File: src/rtl/board_mem_clear.sv
// board_mem_clear: playfield occupancy bitmap with a collision read port,
// a single-cell lock write port, a registered VGA scan port and a
// bottom-up full-row clear engine that reports how many rows it removed.
module board_mem_clear #(
   parameter int COLS = 10,
   parameter int ROWS = 20
) (
   input  logic       CLOCK_50,
   input  logic       reset,
   input  logic [3:0] board_rx,
   input  logic [4:0] board_ry,
   output logic       board_rdata,
   input  logic       board_we,
   input  logic [3:0] board_wx,
   input  logic [4:0] board_wy,
   input  logic       board_wdata,
   input  logic [3:0] vga_x,
   input  logic [4:0] vga_y,
   output logic       vga_cell,
   input  logic       clear_start,
   output logic       clear_busy,
   output logic       clear_done,
   output logic [4:0] lines_cleared
);

   localparam logic [3:0] COLS_W = 4'(COLS);
   localparam logic [4:0] ROWS_W = 5'(ROWS);

   typedef enum logic [1:0] {
      S_IDLE,
      S_CHECK,
      S_SHIFT,
      S_DONE
   } state_t;

   state_t           state;
   logic [COLS-1:0]  rows_q [ROWS];
   logic [4:0]       r_ptr;
   logic [4:0]       s_ptr;
   logic [4:0]       cnt;

   logic rd_in_range;
   logic wr_in_range;
   logic vga_in_range;

   // Address range decode for the three ports; anything outside the board is a wall.
   always_comb begin
      rd_in_range  = (board_rx < COLS_W) && (board_ry < ROWS_W);
      wr_in_range  = (board_wx < COLS_W) && (board_wy < ROWS_W);
      vga_in_range = (vga_x < COLS_W) && (vga_y < ROWS_W);
      board_rdata  = 1'b1;
      if (rd_in_range) begin
         board_rdata = rows_q[board_ry][board_rx];
      end
   end

   // Storage, VGA scan register and the row-clear sweep FSM.
   always_ff @(posedge CLOCK_50) begin
      if (reset) begin
         rows_q        <= '{default: '0};
         state         <= S_IDLE;
         r_ptr         <= '0;
         s_ptr         <= '0;
         cnt           <= '0;
         vga_cell      <= 1'b0;
         clear_busy    <= 1'b0;
         clear_done    <= 1'b0;
         lines_cleared <= '0;
      end else begin
         vga_cell   <= vga_in_range ? rows_q[vga_y][vga_x] : 1'b0;
         clear_done <= 1'b0;

         case (state)
            S_IDLE: begin
               if (board_we && wr_in_range) begin
                  rows_q[board_wy][board_wx] <= board_wdata;
               end
               if (clear_start) begin
                  r_ptr      <= ROWS_W - 5'd1;
                  cnt        <= '0;
                  state      <= S_CHECK;
                  clear_busy <= 1'b1;
               end
            end

            S_CHECK: begin
               if (&rows_q[r_ptr]) begin
                  if (cnt < ROWS_W) begin
                     cnt <= cnt + 5'd1;
                  end
                  s_ptr <= r_ptr;
                  state <= S_SHIFT;
               end else if (r_ptr == 5'd0) begin
                  // Done pulse and count are loaded on entry so both are
                  // visible together during the DONE cycle.
                  state         <= S_DONE;
                  clear_done    <= 1'b1;
                  lines_cleared <= cnt;
               end else begin
                  r_ptr <= r_ptr - 5'd1;
               end
            end

            S_SHIFT: begin
               if (s_ptr != 5'd0) begin
                  rows_q[s_ptr] <= rows_q[s_ptr - 5'd1];
                  s_ptr         <= s_ptr - 5'd1;
               end else begin
                  rows_q[0] <= '0;
                  state     <= S_CHECK;
               end
            end

            S_DONE: begin
               state      <= S_IDLE;
               clear_busy <= 1'b0;
            end

            default: begin
               state      <= S_IDLE;
               clear_busy <= 1'b0;
            end
         endcase
      end
   end

endmodule
File: config.mk
export PLATFORM = sky130hd
export DESIGN_NAME = board_mem_clear
export DESIGN_NICKNAME = d
export VERILOG_FILES = /design/src/rtl/board_mem_clear.sv
export SDC_FILE = /design/constraint.sdc
export NUM_CORES = 1
export LEC_CHECK = 0
export CORE_MARGIN = 2
export CORE_UTILIZATION = 52
export DETAILED_ROUTE_END_ITERATION = 7
export GPL_TIMING_DRIVEN = 0
export PLACE_DENSITY = 0.69
export RECOVER_POWER = 100
export SKIP_LAST_GASP = 1
export SLEW_MARGIN = 25
export SYNTH_ARGS = -nofsm -noshare
export SYNTH_HDL_FRONTEND = slang
export SYNTH_SLANG_ARGS = --single-unit
File: constraint.sdc
create_clock -name CLOCK_50 -period 3.8 [get_ports CLOCK_50]
set_input_delay 0.57 -clock CLOCK_50 [delete_from_list [all_inputs] [get_ports CLOCK_50]]
set_output_delay 0.57 -clock CLOCK_50 [all_outputs]
set_load 0.005 [all_outputs]
### Word-level counts from Yosys, hierarchy flattened

Index checks and enable logic that the tools add are counted.

| storage, ports and cells | value |
|---|---|
| register bits | 225 |
| bits of input ports | 32 |
| output and inout bits | 9 |

| cells by class | value |
|---|---|
| add/subtract/negate cells | 3 |
| order comparisons | 19 |
| equal/unequal tests | 12 |
| muxes and demuxes | 48 |
| bitwise gates (word level) | 9 |
| reduce and logical (&&, ||, !) cells | 25 |

Operator list:

| kind | count |
|---|---|
| $bwmux W200 | 2 |
| $pmux W200 S2 | 1 |
| $bmux W10 S5 | 4 |
| $mux W200 | 1 |
| $mux W190 | 1 |
| $mux W10 | 11 |
| $demux W10 S5 | 2 |
| $mux W5 | 8 |
| $ge A6 B6 Y1 const B | 6 |
| $not A5 Y6 | 6 |
| $pmux W5 S2 | 3 |
| $lt A5 B5 Y1 const B | 4 |
| $ne A2 B2 Y1 const B | 8 |
| $lt A4 B5 Y1 const B | 3 |
| $lt A4 B4 Y1 const B | 3 |
| $lt A6 B1 Y1 const B | 2 |
| $reduce_and A3 Y1 | 4 |
| $reduce_and A10 Y1 | 1 |
| $sub A5 B1 Y5 const B | 2 |
| $bmux W1 S4 | 2 |
| $mux W2 | 4 |
| $pmux W2 S4 | 1 |
| $reduce_and A4 Y1 | 2 |
| $reduce_bool A2 Y1 | 4 |
| 16 further kinds | 31 |

### Depth between registers and ports, before layout

| logic depth | value |
|---|---|
| word-level depth | 9 |
| mapped depth | 14 |

### Worst setup path before layout

Ideal clock, no wire load.

| timing path | value |
|---|---|
| kind | reg-to-reg |
| from | register s_ptr[0] |
| to | register rows_q[112] (netlist bit) |
| setup time | 0.134 ns |
| arrival | 3.643 ns |
| slack | 0.023 ns |
| stages on the path, launching flop included | 15 |
| buffers on the path | 6 |
| period minus slack after synthesis | 3.777 ns |
| cells stage by stage | dfxtp_1 > buf_6 > buf_6 > buf_1 > inv_1 > ha_1 > clkbuf_1 > clkbuf_1 > mux4_1 > mux4_2 > a22o_1 > clkbuf_1 > nor2b_1 > a21oi_1 > o22ai_1 |

| between the ends | value |
|---|---|
| cells in the longest elaborated chain, start to end | 8 |
| elaborated cells between the ends (all ways) | 17 |
| those cells by class | 1 x add/sub; 2 x order compare; 1 x eq/ne; 8 x mux; 2 x bitwise; 3 x reduce/logical |

Ends and longest elaborated chain:

| item | RTL line | RTL |
|---|---|---|
| start: declaration | 39 | `logic [4:0] s_ptr;` |
| start signal: assignment | 91 | `s_ptr <= r_ptr;` |
| start signal: assignment | 107 | `s_ptr <= s_ptr - 5'd1;` |
| $sub A5 B1 Y5 / $not A5 Y6 (equally long branches) | 106 | `rows_q[s_ptr] <= rows_q[s_ptr - 5'd1];` |
| $not A5 Y6 (implied by the code), or another cell as far along | 106 |  |
| $bmux W10 S5 / $logic_and A1 B1 Y1 (equally long branches) | 106 |  |
| $mux W10 (implied by the code) | 106 |  |
| $mux W10 (implied by the code) / $demux W10 S5 (equally long branches) | 106 |  |
| $bwmux W200 | 106 |  |
| $mux W190 | 105 | `if (s_ptr != 5'd0) begin` |
| $pmux W200 S2 | 73 | `case (state)` |
| end signal: indexed assignment | 76 | `rows_q[board_wy][board_wx] <= board_wdata;` |
| end signal: indexed assignment | 106 |  |
| end: declaration | 37 | `logic [COLS-1:0] rows_q [ROWS];` |

Several ways; a longest one is shown, not always the timed one. The select of a mux whose other input is x is not followed.
A chain may end at the register's enable or synchronous reset.

### Worst setup path after layout

| timing path | value |
|---|---|
| from | register s_ptr[0] |
| to | register rows_q[67] (netlist bit) |

The elaborated chain is that of the path after synthesis.

==> flow_metrics.env <==
export IMPL_outcome="finished with violations"
export IMPL_violations="setup timing"
export IMPL_fmax_mhz=256
export IMPL_drtIter0Drc=3684
export IMPL_syn_inst=1929
export IMPL_grt_max_degree=13
export IMPL_end_kind="flop"
export IMPL_hp_start="lines_cleared[3]$_SDFFE_PP0P_"
export IMPL_drive_gt1_frac=0.167
export IMPL_portBuffers=25
export IMPL_holdBufCountCts=0
export IMPL_critPathKind="reg -> reg"
export IMPL_yosysTopAreaCell="dfxtp_1"
export IMPL_synth_edf_count=0
export IMPL_rsz0062_at_grt="false"
export IMPL_nets=2052
export IMPL_synth_ff_type="dfxtp_1"
export IMPL_pre_cts_ws_ns=-1.54
export IMPL_drc=0
export IMPL_setup_viol=105
export IMPL_cp_top_family="buffers and inverters"
export IMPL_wl_um=96900
export IMPL_htreeDepth=1
export IMPL_arrival_ns=4.43
export IMPL_synth_distinct_cells=68
export IMPL_antenna_found_initial=7
export IMPL_hold_path_class="reg -> reg"
export IMPL_synth_area_leaders="dfxtp_1, mux4_2, o211a_1"
export IMPL_die_h_um=190
export IMPL_seq_area_um2=4510
export IMPL_period_minus_slack_ns=3.91
export IMPL_setup_slack_ns=-0.105
export IMPL_startpoint="s_ptr[0]$_SDFFE_PP0P_"
export IMPL_synth_top_family_by_area="compound AO/OA/AOI/OAI gates"
export IMPL_path_max_fanout=10
export IMPL_max_cap_viol_count=0
export IMPL_maxSlewViolCount=0
export IMPL_design_area_um2=20300
export IMPL_synthAdderAreaFrac=0.00556
export IMPL_initial_core_util=0.525
export IMPL_ios=41
export IMPL_track_usage=0.526
export IMPL_p_per_area_nw_per_um2=285
export IMPL_synth_top_area_frac=0.250
export IMPL_reg2reg_from="s_ptr[0]$_SDFFE_PP0P_"
export IMPL_ir_drop_mv=0.379
export IMPL_grt_pass1_vias=18361
export IMPL_multi_input_area_um2=12600
export IMPL_post_drt_wl_per_cell_um=38.9
export IMPL_cts_inserted_buffers=27
export IMPL_vias=20480
export IMPL_syn_area_per_cell_um2=9.33
export IMPL_ant_nets=0
export IMPL_cts_tree="built"
export IMPL_fin_worst_skew_ns=0.0159
export IMPL_firstDrtPassIters=7
export IMPL_grt_pass1_wl_um=134000
export IMPL_synthesis_area_um2=18000
export IMPL_synth_mux_area_frac=0.227
export IMPL_num_fill_cells=3004
export IMPL_cts_clk_slew_worst_paths_ns=0.06
export IMPL_path_common_cell="a21oi_1"
export IMPL_dieArea_um2=36100
export IMPL_maxSlewHeadroom=0.172
export IMPL_path_buf_inv=6
export IMPL_die_width_um=190
export IMPL_cpMaxStageDelayCell="nor2_2"
export IMPL_dp_final_hpwl_um=69600
export IMPL_synth_compound_area_frac=0.321
export IMPL_synth_simple_gate_area_frac=0.137
export IMPL_gpl_final_weighted_congestion=1.14
export IMPL_hold_viol_final=0
export IMPL_worst_pin_slew_ns=1.24
export IMPL_start_kind="flop"
export IMPL_core_region_area_um2=34300
export IMPL_synth_seq_cells=225
export IMPL_yosysSeqAreaShare=0.250
export IMPL_cts_buffer_depth=3
export IMPL_syn_to_final_growth_pct=12.5
export IMPL_required_ns=4.32
export IMPL_grt_overflow=0
export IMPL_period_share=1.03
export IMPL_synth_warnings=0
export IMPL_fp_row_count=68
export IMPL_worstPathCellList="buf_8 -> buf_12 -> buf_6 -> inv_1 -> ha_2 -> a21oi_1 -> nor2_2 -> clkbuf_1 -> buf_2 -> a21oi_1 -> o221ai_1 -> o211a_1"
export IMPL_viasPerCell=8.22
export IMPL_p_leak_nw=8.21
export IMPL_synth_nets=1969
export IMPL_synthXorXnorAreaFrac=0.00146
export IMPL_post_dp_cell_area_um2=19000
export IMPL_max_stage_delay_ns=0.78
export IMPL_clock_latency_ns=0.59
export IMPL_numClockSinks=225
export IMPL_async_reset_ff_frac=0
export IMPL_clockRootBuffer="clkbuf_16"
[tightest hold or removal path: stages (launching register included)]
cell     delay [ns]
dfxtp_1        0.32
mux2i_1        0.07
nor2_1         0.08
[final cells by class]
cell class,count,share of cell area
multi-input combinational,1485,0.621
inverter,11,0.00204
clock buffer,40,0.0368
antenna,7,0.000865
sequential,225,0.223
tap,455,0.0281
buffer,206,0.0536
clock inverter,6,0.00303
timing repair buffer,56,0.0318
[logic make-up after synthesis]
| group | after synthesis |
|---|---|
| XOR/XNOR | 3 |
| multiplexers | 192 |
| AO/OA/AOI/OAI | 763 |
| buffers and inverters | 219 |
| flip-flops | 225 |
| AND/OR/NAND/NOR | 519 |
| adder cells (fa/ha/maj) | 8 |
[layout by cell type, fill, tap and decap left out, types with 5 or more instances in the layout]
cell / n
nor2_1: 55
clkbuf_1: 141
o221ai_1: 176
nand3_1: 48
buf_12: 15
dfxtp_2: 5
nor3_1: 15
o22ai_1: 26
o21a_1: 20
dlygate4sd3_1: 8
ha_1: 7
buf_6: 18
o21ai_0: 55
a31oi_1: 10
o211a_1: 171
a22oi_1: 7
clkdlybuf4s50_1: 15
a21oi_1: 241
nand4_1: 36
buf_1: 6
clkbuf_16: 27
nand2_1: 260
diode_2: 7
inv_1: 9
buf_8: 6
nand2b_1: 12
buf_2: 32
nor2b_1: 30
mux2i_1: 22
mux4_2: 146
buf_4: 16
a22oi_4: 9
nand2_2: 7
nor4_1: 6
dfxtp_1: 219
nor3b_1: 5
mux4_1: 20
clkbuf_2: 9
[stage by stage]
step | cells | hold WS [ns] | util | power, mW | setup TNS (ns)
finish | 2491 | 0.496 | 0.591 | 5.76 | -5.22
global route | 2485 | 0.539 | 0.590 | 5.82 | 0
CTS | 2485 | 0.504 | 0.590 | 5.65 | 0
detailed placement | 2416 | 0.490 | 0.553 | 3.21 | -258.75
global placement | 2409 | 0.478 | 0.549 | 3.19 | -263.17
floorplan | 1929 | 0.477 | - | 2.87 | 0
[state kept, by name, indices dropped and copies added (netlist names)]
| register | cells |
|---|---|
| vga_cell | 1 |
| clear_done | 1 |
| rows_q | 200 |
| s_ptr | 5 |
| clear_busy | 1 |
| r_ptr | 5 |
| state | 2 |
| cnt | 5 |
| lines_cleared | 5 |
[where the power goes]
group          total, mW  leakage (nW)  internal, mW  switching [mW]
Combinational      0.828          6.00         0.202           0.627
Clock               2.54         0.390          1.41            1.13
Sequential          2.40          1.82          2.37          0.0283
[synthesized netlist by cell type (5+ instances only)]
cell type,count
o211a_1,171
mux2i_1,25
clkbuf_1,139
inv_1,9
nor2_1,56
nor3_1,18
nor2b_1,30
a31oi_1,10
and2_1,5
o22ai_1,26
nand2_2,7
a21oi_1,242
nand2_1,260
o21a_1,20
mux4_1,23
a211oi_1,5
nor3_2,5
o221ai_1,176
nor4_1,6
buf_2,39
o21ai_0,57
buf_1,10
dfxtp_1,225
buf_8,5
mux4_2,143
a22oi_1,7
ha_1,8
a22oi_4,9
nor3b_1,5
buf_6,11
nand2b_1,12
nand3_1,48
nand4_1,36
[worst paths after layout]
| kind | endpoint | slack (ns) | cells after the start |
|---|---|---|---|
| worst max-delay path | rows_q[67]$_SDFFE_PP0P_ | -0.11 | 12 |
| worst min-delay path | lines_cleared[3]$_SDFFE_PP0P_ | 0.50 | 2 |
| worst max register to register | rows_q[67]$_SDFFE_PP0P_ | -0.11 | 12 |
| worst min register to register | lines_cleared[3]$_SDFFE_PP0P_ | 0.50 | 2 |
[per-layer routing]
layer,up-vias,wire [µm],GRT usage
met5,-,345,0.0288
met3,511,17600,0.275
met4,19,8710,0.371
met1,9903,33400,0.649
met2,2038,37000,0.694
li1,8009,-,-
[what timing repair did]
item,in CTS,in global routing
resized for setup,51,26
buffers inserted,24,0
setup endpoints to repair,192,166
pin swaps,10,1
No activity file was read; power rests on OpenSTA's default activity.
